===== src/rtl/ghost_chaser.sv =====
// ghost_chaser: once per video frame, steps the four ghosts (red, blue,
// yellow, pink) one move toward Pac-Man, checking the maze through a
// one-cycle-latency tile port. New coordinates are published together.
// Optional feature macro: CATCH_DETECT_EN (adds caught_stb).
//
// state  | meaning
// -------+-------------------------------------------------------------
// IDLE   | waiting for frame_stb; Pac-Man position latched on entry exit
// PLAN   | build up to two candidate moves for the current ghost
// PROBE  | read four corner tiles of the candidate (or reject out-of-range)
// DECIDE | accept candidate, retry with the fallback, or keep the ghost put
// COMMIT | publish all pending positions at once
module ghost_chaser #(
    parameter int HOME_X   = 88,
    parameter int HOME_Y   = 136,
    parameter int STEP     = 1,
    parameter int WALL_MIN = 3
) (
    input  logic        vga_pix_clk,
    input  logic        rst,
    input  logic        frame_stb,
    input  logic [8:0]  x_pac,
    input  logic [8:0]  y_pac,
    output logic [10:0] tile_addr,
    input  logic [3:0]  tile_data,
    output logic [8:0]  x_red,
    output logic [8:0]  y_red,
    output logic [8:0]  x_blue,
    output logic [8:0]  y_blue,
    output logic [8:0]  x_yellow,
    output logic [8:0]  y_yellow,
    output logic [8:0]  x_pink,
    output logic [8:0]  y_pink,
`ifdef CATCH_DETECT_EN
    output logic        caught_stb,
`endif
    output logic        busy
);

    typedef enum logic [2:0] {IDLE, PLAN, PROBE, DECIDE, COMMIT} state_t;

    state_t state, state_nx;

    logic [8:0]        xs [4];
    logic [8:0]        ys [4];
    logic [8:0]        nx [4];
    logic [8:0]        ny [4];
    logic [8:0]        xp, yp;
    logic [1:0]        gi;
    logic [2:0]        idx;
    logic              blk;
    logic signed [9:0] cand_x, cand_y, alt_x, alt_y;
    logic              cand_valid, alt_valid;

    logic [8:0]        xg, yg;
    logic signed [9:0] xg_s, yg_s, dx, dy, hx, vy, step_s;
    logic              h_ok, v_ok, horiz_first;
    logic signed [9:0] first_x, first_y, second_x, second_y;
    logic              first_ok, second_ok;
    logic              oor, no_read;
    logic [10:0]       cx, cy;

    // Candidate generation for the ghost currently being planned.
    always_comb begin
        xg          = xs[gi];
        yg          = ys[gi];
        xg_s        = $signed({1'b0, xg});
        yg_s        = $signed({1'b0, yg});
        step_s      = 10'(STEP);
        dx          = $signed({1'b0, xp}) - xg_s;
        dy          = $signed({1'b0, yp}) - yg_s;
        h_ok        = (dx != 10'sd0);
        v_ok        = (dy != 10'sd0);
        hx          = dx[9] ? xg_s - step_s : xg_s + step_s;
        vy          = dy[9] ? yg_s - step_s : yg_s + step_s;
        // red (0) and yellow (2) prefer horizontal moves
        horiz_first = ~gi[0];
        if (horiz_first) begin
            first_x  = hx;   first_y  = yg_s; first_ok  = h_ok;
            second_x = xg_s; second_y = vy;   second_ok = v_ok;
        end else begin
            first_x  = xg_s; first_y  = vy;   first_ok  = v_ok;
            second_x = hx;   second_y = yg_s; second_ok = h_ok;
        end
    end

    // Range check and corner address for the candidate under probe.
    always_comb begin
        oor     = cand_x[9] || cand_y[9] ||
                  (cand_x + 10'sd7 > 10'sd255) || (cand_y + 10'sd7 > 10'sd287);
        no_read = !cand_valid || oor;
        cx      = 11'(cand_x) + (idx[0] ? 11'd7 : 11'd0);
        cy      = 11'(cand_y) + (idx[1] ? 11'd7 : 11'd0);
    end

    // State register.
    always_ff @(posedge vga_pix_clk or negedge rst) begin
        if (!rst) state <= IDLE;
        else      state <= state_nx;
    end

    // Next-state and combinational outputs.
    always_comb begin
        state_nx  = state;
        busy      = (state != IDLE);
        tile_addr = 11'd0;
        case (state)
            IDLE:   if (frame_stb) state_nx = PLAN;
            PLAN:   state_nx = PROBE;
            PROBE: begin
                if (idx == 3'd0 && no_read) state_nx = DECIDE;
                else if (idx == 3'd4)       state_nx = DECIDE;
                if (!no_read && idx < 3'd4)
                    tile_addr = ((cy >> 3) * 11'd32) + (cx >> 3);
            end
            DECIDE: begin
                if (blk && alt_valid) state_nx = PROBE;
                else if (gi == 2'd3)  state_nx = COMMIT;
                else                  state_nx = PLAN;
            end
            COMMIT: state_nx = IDLE;
            default: state_nx = IDLE;
        endcase
    end

    // Datapath: latching, candidate probing, pending and published positions.
    always_ff @(posedge vga_pix_clk or negedge rst) begin
        if (!rst) begin
            for (int i = 0; i < 4; i++) begin
                xs[i] <= 9'(HOME_X + 16 * i);
                ys[i] <= 9'(HOME_Y);
                nx[i] <= 9'(HOME_X + 16 * i);
                ny[i] <= 9'(HOME_Y);
            end
            xp         <= '0;
            yp         <= '0;
            gi         <= '0;
            idx        <= '0;
            blk        <= 1'b0;
            cand_x     <= '0;
            cand_y     <= '0;
            alt_x      <= '0;
            alt_y      <= '0;
            cand_valid <= 1'b0;
            alt_valid  <= 1'b0;
        end else begin
            case (state)
                IDLE: if (frame_stb) begin
                    xp <= x_pac;
                    yp <= y_pac;
                    gi <= '0;
                    for (int i = 0; i < 4; i++) begin
                        nx[i] <= xs[i];
                        ny[i] <= ys[i];
                    end
                end
                PLAN: begin
                    idx   <= '0;
                    blk   <= 1'b0;
                    alt_x <= second_x;
                    alt_y <= second_y;
                    if (first_ok) begin
                        cand_x     <= first_x;
                        cand_y     <= first_y;
                        cand_valid <= 1'b1;
                        alt_valid  <= second_ok;
                    end else begin
                        cand_x     <= second_x;
                        cand_y     <= second_y;
                        cand_valid <= second_ok;
                        alt_valid  <= 1'b0;
                    end
                end
                PROBE: begin
                    if (idx == 3'd0 && no_read) begin
                        blk <= 1'b1;
                    end else begin
                        // data for the previous corner arrives this cycle
                        if (idx != 3'd0 && tile_data >= 4'(WALL_MIN)) blk <= 1'b1;
                        idx <= idx + 3'd1;
                    end
                end
                DECIDE: begin
                    if (!blk) begin
                        nx[gi] <= cand_x[8:0];
                        ny[gi] <= cand_y[8:0];
                        gi     <= gi + 2'd1;
                    end else if (alt_valid) begin
                        cand_x    <= alt_x;
                        cand_y    <= alt_y;
                        alt_valid <= 1'b0;
                        idx       <= '0;
                        blk       <= 1'b0;
                    end else begin
                        gi <= gi + 2'd1;
                    end
                end
                COMMIT: begin
                    for (int i = 0; i < 4; i++) begin
                        xs[i] <= nx[i];
                        ys[i] <= ny[i];
                    end
                end
                default: ;
            endcase
        end
    end

    assign x_red    = xs[0];
    assign y_red    = ys[0];
    assign x_blue   = xs[1];
    assign y_blue   = ys[1];
    assign x_yellow = xs[2];
    assign y_yellow = ys[2];
    assign x_pink   = xs[3];
    assign y_pink   = ys[3];

`ifdef CATCH_DETECT_EN
    function automatic logic near(input logic [8:0] a, input logic [8:0] b);
        logic signed [9:0] d;
        d = $signed({1'b0, a}) - $signed({1'b0, b});
        return (d < 10'sd8) && (d > -10'sd8);
    endfunction

    // Catch pulse during COMMIT, judged on the positions being published.
    always_comb begin
        caught_stb = 1'b0;
        if (state == COMMIT) begin
            for (int i = 0; i < 4; i++)
                if (near(nx[i], xp) && near(ny[i], yp)) caught_stb = 1'b1;
        end
    end
`endif

endmodule


===== config.mk =====
export PLATFORM = sky130hd
export DESIGN_NAME = ghost_chaser
export DESIGN_NICKNAME = d
export VERILOG_FILES = /design/src/rtl/ghost_chaser.sv
export SDC_FILE = /design/constraint.sdc
export NUM_CORES = 1
export LEC_CHECK = 0
export CAP_MARGIN = 20
export CORE_UTILIZATION = 51
export CTS_CLUSTER_SIZE = 25
export DETAILED_ROUTE_END_ITERATION = 12
export DONT_BUFFER_PORTS = 1
export HOLD_SLACK_MARGIN = 0.06
export PLACE_DENSITY = 0.63
export SYNTH_ARGS = -nofsm -noshare
export SYNTH_HDL_FRONTEND = slang
export SYNTH_SLANG_ARGS = --single-unit

===== constraint.sdc =====
create_clock -name vga_pix_clk -period 13.6 [get_ports vga_pix_clk]
set_input_delay 2.72 -clock vga_pix_clk [delete_from_list [all_inputs] [get_ports vga_pix_clk]]
set_output_delay 2.72 -clock vga_pix_clk [all_outputs]
set_load 0.05 [all_outputs]

======== Yosys cells after proc, flatten, opt, wreduce, memory -nomap -nowiden ========
Index checks and enable logic that the tools add are counted.
storage, ports and cells
  bits in latches ......................... 0
  memories kept ........................... 0
  bits of input ports ..................... 25
  word-level logic and storage cells ...... 149
  register bits after elaboration ......... 213
  RAM bits ................................ 0
  output and inout port bits .............. 84
  bits in read-only memories .............. 0
cells by class
  divide/modulo/power cells ............... 0
  add/subtract/negate cells ............... 13
  equality and inequality tests ........... 14
  reductions and logical operators ........ 28
  muxes and demuxes ....................... 59
  shift-type cells ........................ 0
  order comparisons ....................... 6
  bitwise operators ....................... 1
  $mul .................................... 0
operator list
  kind                                                 count
  2-to-1 mux 36 bit                                    4
  one-hot mux 36 bit (2 select lines)                  2
  2-to-1 mux 10 bit                                    12
  bitwise mux 36 bit                                   2
  2-to-1 mux 9 bit                                     5
  one-hot mux 10 bit (2 select lines)                  2
  binary-select mux 9 bit (select 2 bit)               2
  2-to-1 mux 3 bit                                     10
  2-to-1 mux 11 bit                                    2
  adder 10 x 4 -> 10 bit, second input constant        2
  adder 9 x 1 -> 10 bit, second input constant         2
  nonzero test 10 bit                                  2
  subtractor 9 x 1 -> 10 bit, second input constant    2
  subtractor 9 x 9 -> 10 bit                           2
  demux 9 bit (select 2 bit)                           1
  one-hot mux 3 bit (4 select lines)                   1
  adder 10 x 4 -> 11 bit                               1
  adder 11 x 8 -> 11 bit                               1
  > comparator 10 bit, second input constant           1
  > comparator 10 x 9 -> 1 bit, second input constant  1
  != test 2 bit, second input constant                 5
  adder 9 x 4 -> 9 bit                                 1
  2-to-1 mux 1 bit                                     9
  != test 3 bit, second input constant                 3
  25 further kinds                                     46

======== Depth between registers and ports, before layout ========
Gate-level depths: netlist of the first run.
  depth after elaboration ................. 9
  mapped depth ............................ 21
  depth with buffers taken out ............ 19

======== Worst setup path before layout of the first run ========
Ideal clock, no wire load.
  path kind ............................... reg-to-output
  from .................................... register idx[0]
  to ...................................... output port tile_addr[10]
  cell stages (with the launch flop) ...... 14
  path buffers ............................ 0
  path slack .............................. 7588 ps
  arrival time ............................ 3292 ps
  path through ............................ dfrtp_1 > ha_1 > a31o_2 > a21oi_1 > nor3_1 > nand2_1 > xnor2_1 > ha_1 > a21o_1 > a21o_1 > maj3_1 > nand2_1 > xor2_1 > nor2_1
between the ends
  word-level cells in the longest chain between the ends .. 5
ends and longest elaborated chain
  element                 RTL line  text
  from (decl)             50        logic [2:0] idx;
  from (signal assigned)  180       idx <= idx + 3'd1;
  2-to-1 mux 3 bit        92        cx = 11'(cand_x) + (idx[0] ? 11'd7 : 11'd0);
  adder 10 x 4 -> 11 bit  92
  adder 11 x 8 -> 11 bit  114       tile_addr = ((cy >> 3) * 11'd32) + (cx >> 3);
  2-to-1 mux 11 bit (*)   113       if (!no_read && idx < 3'd4)
  2-to-1 mux 11 bit (*)   107       case (state)
  to (decl)               24        output logic [10:0] tile_addr,
Mark *: on every way between the ends. The rest lies on a longest branch, timed or not.

======== Worst setup path in the final report of the first run ========
Ends and elaborated chain as after synthesis.

==> results of run 1 <==
cells by family after synthesis:
logic type / after synthesis / share of synthesized area, %
xor gates and xnor gates: 35 / 2.58
adders and majority gates: 52 / 5.71
AOI/OAI and AO/OA: 344 / 16.6
and+or+nand+nor: 356 / 14.0
DFF: 213 / 45.3
buffers and inverters: 118 / 3.87
muxes: 116 / 12.0
cell type report:
type,instances,area [um2],share of cell area [%]
clock buffers,36,717,5.51
clock inverters,10,231,1.78
well taps,285,357,2.74
flip-flops and latches,213,5380,41.4
repair buffers,15,113,0.866
inverters,35,131,1.01
multi-input cells,903,6070,46.7
flip-flops by register name, indices dropped and copies added (netlist names), 2 cells and up:
| register | cells |
|---|---|
| cand_x | 10 |
| cand_y | 10 |
| xp | 9 |
| x_yellow | 9 |
| y_pink | 9 |
| state | 3 |
| x_red | 9 |
| y_blue | 9 |
| nx | 36 |
| yp | 9 |
| alt_y | 10 |
| y_red | 9 |
| alt_x | 10 |
| y_yellow | 9 |
| idx | 3 |
| ny | 36 |
| x_blue | 9 |
| gi | 2 |
| x_pink | 9 |
layout by cell type, fill, tap and decap left out, types with 3 or more instances in the layout:
| cell type | netlist | final |
|---|---|---|
| sky130_fd_sc_hd__xor2_1 | 17 | 17 |
| sky130_fd_sc_hd__and2_1 | 4 | 3 |
| sky130_fd_sc_hd__nor2_1 | 71 | 70 |
| sky130_fd_sc_hd__inv_1 | 35 | 35 |
| sky130_fd_sc_hd__o21ai_0 | 139 | 139 |
| sky130_fd_sc_hd__mux2_2 | 91 | 91 |
| sky130_fd_sc_hd__or3_1 | 4 | 4 |
| sky130_fd_sc_hd__dfrtp_1 | 173 | 172 |
| sky130_fd_sc_hd__o21a_1 | 5 | 5 |
| sky130_fd_sc_hd__a31oi_1 | 21 | 21 |
| sky130_fd_sc_hd__buf_4 | 1 | 15 |
| sky130_fd_sc_hd__clkbuf_8 | 0 | 5 |
| sky130_fd_sc_hd__mux4_2 | 12 | 12 |
| sky130_fd_sc_hd__o31ai_1 | 8 | 8 |
| sky130_fd_sc_hd__bufinv_16 | 0 | 7 |
| sky130_fd_sc_hd__nor3_1 | 15 | 14 |
| sky130_fd_sc_hd__a21o_1 | 12 | 12 |
| sky130_fd_sc_hd__fa_1 | 4 | 4 |
| sky130_fd_sc_hd__and3_1 | 76 | 76 |
| sky130_fd_sc_hd__a211oi_1 | 9 | 9 |
| sky130_fd_sc_hd__xnor2_1 | 18 | 18 |
| sky130_fd_sc_hd__nand2_1 | 153 | 152 |
| sky130_fd_sc_hd__clkbuf_16 | 0 | 25 |
| sky130_fd_sc_hd__a21oi_2 | 0 | 4 |
| sky130_fd_sc_hd__mux2i_1 | 13 | 13 |
| sky130_fd_sc_hd__clkbuf_1 | 73 | 6 |
| sky130_fd_sc_hd__nand2b_1 | 9 | 9 |
| sky130_fd_sc_hd__dfstp_2 | 40 | 40 |
| sky130_fd_sc_hd__nand3_1 | 10 | 10 |
| sky130_fd_sc_hd__o211ai_1 | 5 | 5 |
| sky130_fd_sc_hd__a21oi_1 | 114 | 110 |
| sky130_fd_sc_hd__nor2b_1 | 5 | 5 |
| sky130_fd_sc_hd__ha_1 | 47 | 47 |
worst max-delay path: stages, from the launching register on:
cell,delay [ps]
sky130_fd_sc_hd__dfrtp_1,450
sky130_fd_sc_hd__ha_1,320
sky130_fd_sc_hd__a31o_2,150
sky130_fd_sc_hd__a21oi_1,100
sky130_fd_sc_hd__nor3_1,520
sky130_fd_sc_hd__nand2_1,180
sky130_fd_sc_hd__xnor2_1,290
sky130_fd_sc_hd__ha_1,290
sky130_fd_sc_hd__a21o_1,160
sky130_fd_sc_hd__a21o_1,200
sky130_fd_sc_hd__maj3_1,350
sky130_fd_sc_hd__nand2_1,80
sky130_fd_sc_hd__xor2_1,70
sky130_fd_sc_hd__nor2_1,680
metrics by stage:
step,std cells,area [um2]
floorplan,1234,11900
global placement,1451,12100
detailed placement,1451,12100
CTS,1497,13000
global route,1497,13000
finish,1497,13000
routing by layer:
| layer | routed length (um) | track usage [%] | part of all wire (%) | vias up |
|---|---|---|---|---|
| met3 | 1980 | 4.76 | 6.2 | 48 |
| met4 | 926 | 8.82 | 2.9 | 0 |
| li1 | - | - | - | 4313 |
| met2 | 15100 | 44.1 | 47 | 279 |
| met1 | 14000 | 36.7 | 44 | 4436 |
| met5 | 0 | 0 | 0 | - |
power breakdown:
| group | internal [mW] | switching [mW] |
|---|---|---|
| clock network | 0.498 | 0.273 |
| logic | 0.510 | 0.844 |
| registers | 0.839 | 0.287 |
| total | 1.85 | 1.40 |
worst paths after layout:
check | start | cells past startpoint | slack, ps | endpoint
setup / recovery | idx[0]$_DFFE_PN0P_ | 13 | 6510 | tile_addr[10]
hold / removal | nx[23]$_DFFE_PN1P_ | 2 | 470 | nx[23]$_DFFE_PN1P_
setup reg to reg | gi[0]$_DFFE_PN0P_ | 18 | 7740 | alt_x[9]$_DFFE_PN0P_
hold reg to reg | nx[23]$_DFFE_PN1P_ | 2 | 470 | nx[23]$_DFFE_PN1P_
max in group asynchronous | rst | 0 | 11310 | nx[15]$_DFFE_PN1P_
min in group asynchronous | rst | 0 | 1880 | nx[19]$_DFFE_PN0P_
==> Implementation_results.wiki, run 1 <==
{| class="wikitable"
! Metric !! Value
|-
| Antenna diode count || 0
|-
| Fin. max-slew vios || 0
|-
| Number of global-route vias before repair || 8730
|-
| Via count of the routed design || 9076
|-
| Post-layout min period || 7090 ps
|-
| List of most frequent post-synthesis cells || sky130_fd_sc_hd__dfrtp_1 (173), sky130_fd_sc_hd__nand2_1 (153), sky130_fd_sc_hd__o21ai_0 (139), sky130_fd_sc_hd__a21oi_1 (114), sky130_fd_sc_hd__mux2_2 (91)
|-
| Count of hold-fix buffers inserted at cts || 0
|-
| Final setup TNS || 0 ps
|-
| Critical path type || reg -> out
|-
| Initial Util || between 50% and 60%
|-
| Overall die width || 155 um
|-
| Setup-violating endpoint count in the final report || 0
|-
| Total of cells resized after clock tree synthesis || 0
|-
| Startpoint Class || flip-flop
|-
| CTS max path bufs || 3
|-
| Netlist Area Pre-Place || approximately 12000 um2
|-
| Clock-pin slew reported for the worst setup and hold paths after clock tree synthesis || 60 ps
|-
| Count of endpoints failing hold in the final timing report || 0
|-
| Remaining max-slew budget at the tightest pin || 25.9%
|-
| Worst voltage drop across the vdd grid || 0.139 mV
|-
| Category of the worst setup path capture point || output port
|-
| Maximum number of pins on one net before global-route repair || 214
|-
| Number of register bits inferred by synthesis || 213
|-
| Synth Instances || 1234
|-
| Worst Path Required || 10880 ps
|-
| Max-capacitance violation count || 0
|-
| Wirelength, routed || 32000 um
|-
| Count of boundary I/O pins || 109
|-
| Cts bufs inserted || 25
|-
| Synth-to-Final Area Change || 9.45%
|-
| Synthesized net count || roughly 1300
|-
| Arrival time worst endpoint || 4370 ps
|-
| Async S/R FF share, synth || 100%
|-
| Outcome || completed
|-
| Slew @ Worst Pin || 1110 ps
|-
| Core Area || ~23000 um2
|-
| Setup repair after global routing missed its margin || false
|-
| Layout Utilization || 57.2%
|-
| Worst-path fanout max || 6
|-
| CTS tree || built
|-
| Static Leakage || 5.85 nW
|-
| Worst hold slack across all endpoints || 474 ps
|-
| Achievable clock frequency || between 100 and 150 MHz
|-
| Sequential-to-total area share from yosys stat || 45.3%
|-
| Clock sink total || 213
|-
| Initial detailed-routing violation count || between 700 and 800
|-
| Synth Flop Type || sky130_fd_sc_hd__dfrtp_1
|-
| Area share of the largest cell type after synthesis || between 30% and 40%
|-
| Setup clock skew after layout || 8.91 ps
|-
| Power density of the placed cells || 250 nW/um2
|-
| Cell with the most instances after synthesis || sky130_fd_sc_hd__dfrtp_1
|-
| Global-route wire length before repair || 50300 um
|-
| Cell row count || 55
|-
| Vias per std cell || between 6 and 7
|-
| Placement-stage worst setup slack || a little over 7000 ps
|-
| Share of layout cells above drive strength 1 || 17.8%
|-
| Total gr overflow || 0
|-
| Type of the tightest min-delay check || reg -> reg
|-
| IO buf count || 0
|-
| Estimated wirelength of the detail-placed design || between 20000 and 25000 um
|-
| Synth warnings || 0
|-
| EDFF count, synth || 0
|-
| Routed length per placed instance || between 20 and 25 um
|-
| Total die area || 23900 um2
|-
| Initial antenna violation count || 0
|-
| Worst Slack Setup Final || 6510 ps
|-
| Worst-skew pair later-pin latency || 530 ps
|-
| Global router's overall resource usage || 27.1%
|-
| Routability congestion estimate from global placement || 0.851
|-
| Root buffer cell || sky130_fd_sc_hd__clkbuf_16
|-
| Setup bufs post-CTS || 0
|-
| Post-layout total power || 3.25 mW
|-
| Number of different library cells in the post-synthesis netlist || 64
|-
| Count of antenna-violating nets left after detailed routing || 0
|-
| Number of fillers in the final layout || 1996
|-
| Part of the cycle the worst path needs || between 50% and 60%
|-
| Total DRC errors in the routed layout || 0
|-
| CTS H-Tree Depth || 1
|-
| Number of nets in the layout || 1269
|-
| Die height || around 150 um
|-
| Largest cells by area after synthesis || sky130_fd_sc_hd__dfrtp_1 (36%), sky130_fd_sc_hd__dfstp_2 (8.8%), sky130_fd_sc_hd__mux2_2 (8.6%)
|-
| DR pass1 iterations || 7
|-
| Leading area contributor after synthesis || sky130_fd_sc_hd__dfrtp_1
|-
| Post-synthesis average cell area || 9.63 um2
|}
Power figures use the tool's default switching activity.
==> run 2: changes to the inputs <==
--- a/config.mk
+++ b/config.mk
@@ -11,7 +11,7 @@
 export DETAILED_ROUTE_END_ITERATION = 12
 export DONT_BUFFER_PORTS = 1
 export HOLD_SLACK_MARGIN = 0.06
-export PLACE_DENSITY = 0.63
+export PLACE_DENSITY = 0.66
 export SYNTH_ARGS = -nofsm -noshare
 export SYNTH_HDL_FRONTEND = slang
 export SYNTH_SLANG_ARGS = --single-unit
==> constraint.sdc (replaced) <==
create_clock -name vga_pix_clk -period 6.12 [get_ports vga_pix_clk]
set_input_delay 1.224 -clock vga_pix_clk [delete_from_list [all_inputs] [get_ports vga_pix_clk]]
set_output_delay 1.224 -clock vga_pix_clk [all_outputs]
set_load 0.05 [all_outputs]
==> Implementation_results.wiki, run 2 (synthesized netlist as in run 1, its figures left out) <==
{| class="wikitable"
! Metric !! Value
|-
| CTS H-Tree Depth || 1 (unchanged)
|-
| Footprint of the multi-input gates || 6070 um2 (unchanged)
|-
| Initial detailed-routing violation count || 790 (was 704)
|-
| Met2 Usage GRT || 42.6% (was 44.1%)
|-
| R2R cell count || 18 (unchanged)
|-
| Worst voltage drop across the vdd grid || 0.300 mV (was 0.139 mV)
|-
| Cts bufs inserted || 25 (unchanged)
|-
| Number of global-route vias before repair || 8870 (was 8730)
|-
| IO buf count || 0 (unchanged)
|-
| Total of cells resized after clock tree synthesis || 0 (unchanged)
|-
| Die height || 155 um (unchanged)
|-
| Most used routing layer in global routing || met2 (unchanged)
|-
| Clock-pin slew reported for the worst setup and hold paths after clock tree synthesis || 60 ps (about the same)
|-
| Clock sink total || 213 (unchanged)
|-
| Power density of the placed cells || 540 nW/um2 (was 250 nW/um2)
|-
| Via count of the routed design || 9131 (was 9076)
|-
| Remaining max-slew budget at the tightest pin || 29.2% (was 25.9%)
|-
| Count of hold-fix buffers inserted at cts || 0 (unchanged)
|-
| Layout Utilization || 56.9% (was 57.2%)
|-
| Worst-skew pair later-pin latency || 550 ps (was 530 ps)
|-
| CTS tree || built (unchanged)
|-
| Fin. max-slew vios || 0 (unchanged)
|-
| Root buffer cell || sky130_fd_sc_hd__clkbuf_16 (unchanged)
|-
| Type of the tightest min-delay check || in -> async (was reg -> reg)
|-
| Category of the worst setup path capture point || output port (unchanged)
|-
| Antenna diode count || 0 (unchanged)
|-
| Vias per std cell || 6.08 (was 6.06)
|-
| Max-capacitance violation count || 0 (unchanged)
|-
| Post-layout min period || 5370 ps
|-
| Total DRC errors in the routed layout || 0 (unchanged)
|-
| Setup-violating endpoint count in the final report || 0 (unchanged)
|-
| Worst Path Required || 4900 ps (was 10880 ps)
|-
| Overall die width || 155 um (unchanged)
|-
| Count of boundary I/O pins || 109 (unchanged)
|-
| Final setup TNS || 0 ps (unchanged)
|-
| M3 GR Usage || 6.36% (was 4.76%)
|-
| Top library cells by usage in the layout, fill and taps aside || sky130_fd_sc_hd__dfrtp_1 (172), sky130_fd_sc_hd__nand2_1 (152), sky130_fd_sc_hd__o21ai_0 (139), sky130_fd_sc_hd__a21oi_1 (110), sky130_fd_sc_hd__mux2_2 (91) (unchanged)
|-
| CTS max path bufs || 3 (unchanged)
|-
| Global-route wire length before repair || 50400 um (was 50300 um)
|-
| Worst-path fanout max || 7 (was 6)
|-
| GR met1 Demand/Resource || 35.7% (was 36.7%)
|-
| Total gr overflow || 0 (unchanged)
|-
| Routed length per placed instance || 20.7 um (was 21.4 um)
|-
| Setup bufs post-CTS || 0 (unchanged)
|-
| Global router's overall resource usage || 26.9% (was 27.1%)
|-
| Initial Util || 52.3% (unchanged)
|-
| Startpoint Class || flip-flop (unchanged)
|-
| Synth-to-Final Area Change || 8.75% (was 9.45%)
|-
| Slew @ Worst Pin || 1060 ps (was 1110 ps)
|-
| Count of antenna-violating nets left after detailed routing || 0 (unchanged)
|-
| Count of endpoints failing hold in the final timing report || 0 (unchanged)
|-
| Achievable clock frequency || roughly 190 MHz
|-
| Routability congestion estimate from global placement || 0.873 (was 0.851)
|-
| Outcome || completed (unchanged)
|-
| Total die area || 23900 um2 (unchanged)
|-
| Seq. cell area || 5380 um2 (unchanged)
|-
| Number of nets in the layout || 1275 (was 1269)
|-
| Critical path type || reg -> out (unchanged)
|-
| Setup repair after global routing missed its margin || false (unchanged)
|-
| Arrival time worst endpoint || 4140 ps (was 4370 ps)
|-
| Part of the cycle the worst path needs || 87.7%
|-
| Registers with the most flip-flops || nx: 36 flops, ny: 36 flops (unchanged)
|-
| Estimated wirelength of the detail-placed design || 20100 um (was 20300 um)
|-
| Setup clock skew after layout || 21.1 ps (was 8.91 ps)
|-
| Initial antenna violation count || 0 (unchanged)
|-
| Share of layout cells above drive strength 1 || 18.3% (was 17.8%)
|-
| DR pass1 iterations || 7 (unchanged)
|-
| Number of fillers in the final layout || 1950 (was 1996)
|-
| Leading cell type in the layout, fill and taps excluded || sky130_fd_sc_hd__dfrtp_1 (unchanged)
|-
| Wirelength, routed || 31100 um (was 32000 um)
|-
| Core Area || 22700 um2 (unchanged)
|-
| Static Leakage || 5.83 nW (was 5.85 nW)
|-
| Post-layout total power || 6.97 mW (was 3.25 mW)
|-
| Cell row count || 55 (unchanged)
|-
| Maximum number of pins on one net before global-route repair || 214 (unchanged)
|}
[run 2: cell types whose count changed in the layout (fill, tap and decap cells not counted), sizes merged]
cell	previous run	this run
bufinv	7	0
buf	15	21
clkbuf	36	39
clkinv	1	5
[run 2: power breakdown]
group / switching, mW / internal (mW) / total, mW
combinational: 1.85 / 1.15 / 3.00
sequential: 0.639 / 1.86 / 2.50
clock: 0.604 / 0.864 / 1.47
total: 3.09 / 3.88 / 6.97
[run 2: through the flow]
stage                     area (um2)  std cells  hold WS (ps)  setup slack [ps]
after floorplan                11900       1234           444               868
after global placement         12100       1457           455              1360
after detailed placement       12100       1457           465              1290
after CTS                      12900       1503           362               752
after global routing           12900       1503           349               528
final                          12900       1503           373               755
[run 2: path summary, 6_finish.rpt]
path / end / start / slack [ps]
worst min-delay path: nx[28]$_DFFE_PN0P_ / rst / 370
worst max-delay path: tile_addr[8] / cand_x[1]$_DFFE_PN0P_ / 750
worst max register to register: cand_y[8]$_DFFE_PN0P_ / gi[0]$_DFFE_PN0P_ / 1270
min in group vga_pix_clk: nx[34]$_DFFE_PN0P_ / nx[34]$_DFFE_PN0P_ / 470
worst min register to register: nx[34]$_DFFE_PN0P_ / nx[34]$_DFFE_PN0P_ / 470
max in group asynchronous: ny[21]$_DFFE_PN1P_ / rst / 5390
[run 2: metal layers]
metal  wire length, um  part of all wire (%)
met4               995                   3.2
met3              2480                   8.0
met1             13300                    43
met2             14300                    46
met5                 0                     0
[run 2: cell type report]
| type | count | share of cell area (%) |
|---|---|---|
| clock inverters | 7 | 0.407 |
| multi-input cells | 903 | 47.0 |
| clock buffers | 39 | 5.95 |
| repair buffers | 21 | 1.22 |
| flip-flops and latches | 213 | 41.7 |
| inverters | 35 | 1.02 |
| well taps | 285 | 2.76 |
[run 2: worst max-delay path: stages, from the launching register on]
cell and delay [ps]:
sky130_fd_sc_hd__dfrtp_1 460, sky130_fd_sc_hd__ha_1 310, sky130_fd_sc_hd__a31o_2 140, sky130_fd_sc_hd__a21oi_1 100, sky130_fd_sc_hd__nor3_1 440, sky130_fd_sc_hd__nand2_1 150
sky130_fd_sc_hd__xnor2_1 280, sky130_fd_sc_hd__ha_1 280, sky130_fd_sc_hd__a21o_1 150, sky130_fd_sc_hd__a21o_1 200, sky130_fd_sc_hd__xor2_1 150, sky130_fd_sc_hd__xnor2_1 140
sky130_fd_sc_hd__nor2_1 780
==> run 3: changes to the inputs <==
--- a/config.mk
+++ b/config.mk
@@ -5,13 +5,14 @@
 export SDC_FILE = /design/constraint.sdc
 export NUM_CORES = 1
 export LEC_CHECK = 0
-export CAP_MARGIN = 20
+export CAP_MARGIN = 0
 export CORE_UTILIZATION = 51
 export CTS_CLUSTER_SIZE = 25
 export DETAILED_ROUTE_END_ITERATION = 12
 export DONT_BUFFER_PORTS = 1
 export HOLD_SLACK_MARGIN = 0.06
 export PLACE_DENSITY = 0.66
+export SKIP_CTS_REPAIR_TIMING = 1
 export SYNTH_ARGS = -nofsm -noshare
 export SYNTH_HDL_FRONTEND = slang
 export SYNTH_SLANG_ARGS = --single-unit
==> results of run 3 <==
No change in the layout: final DEF, timing and power equal those of run 2.
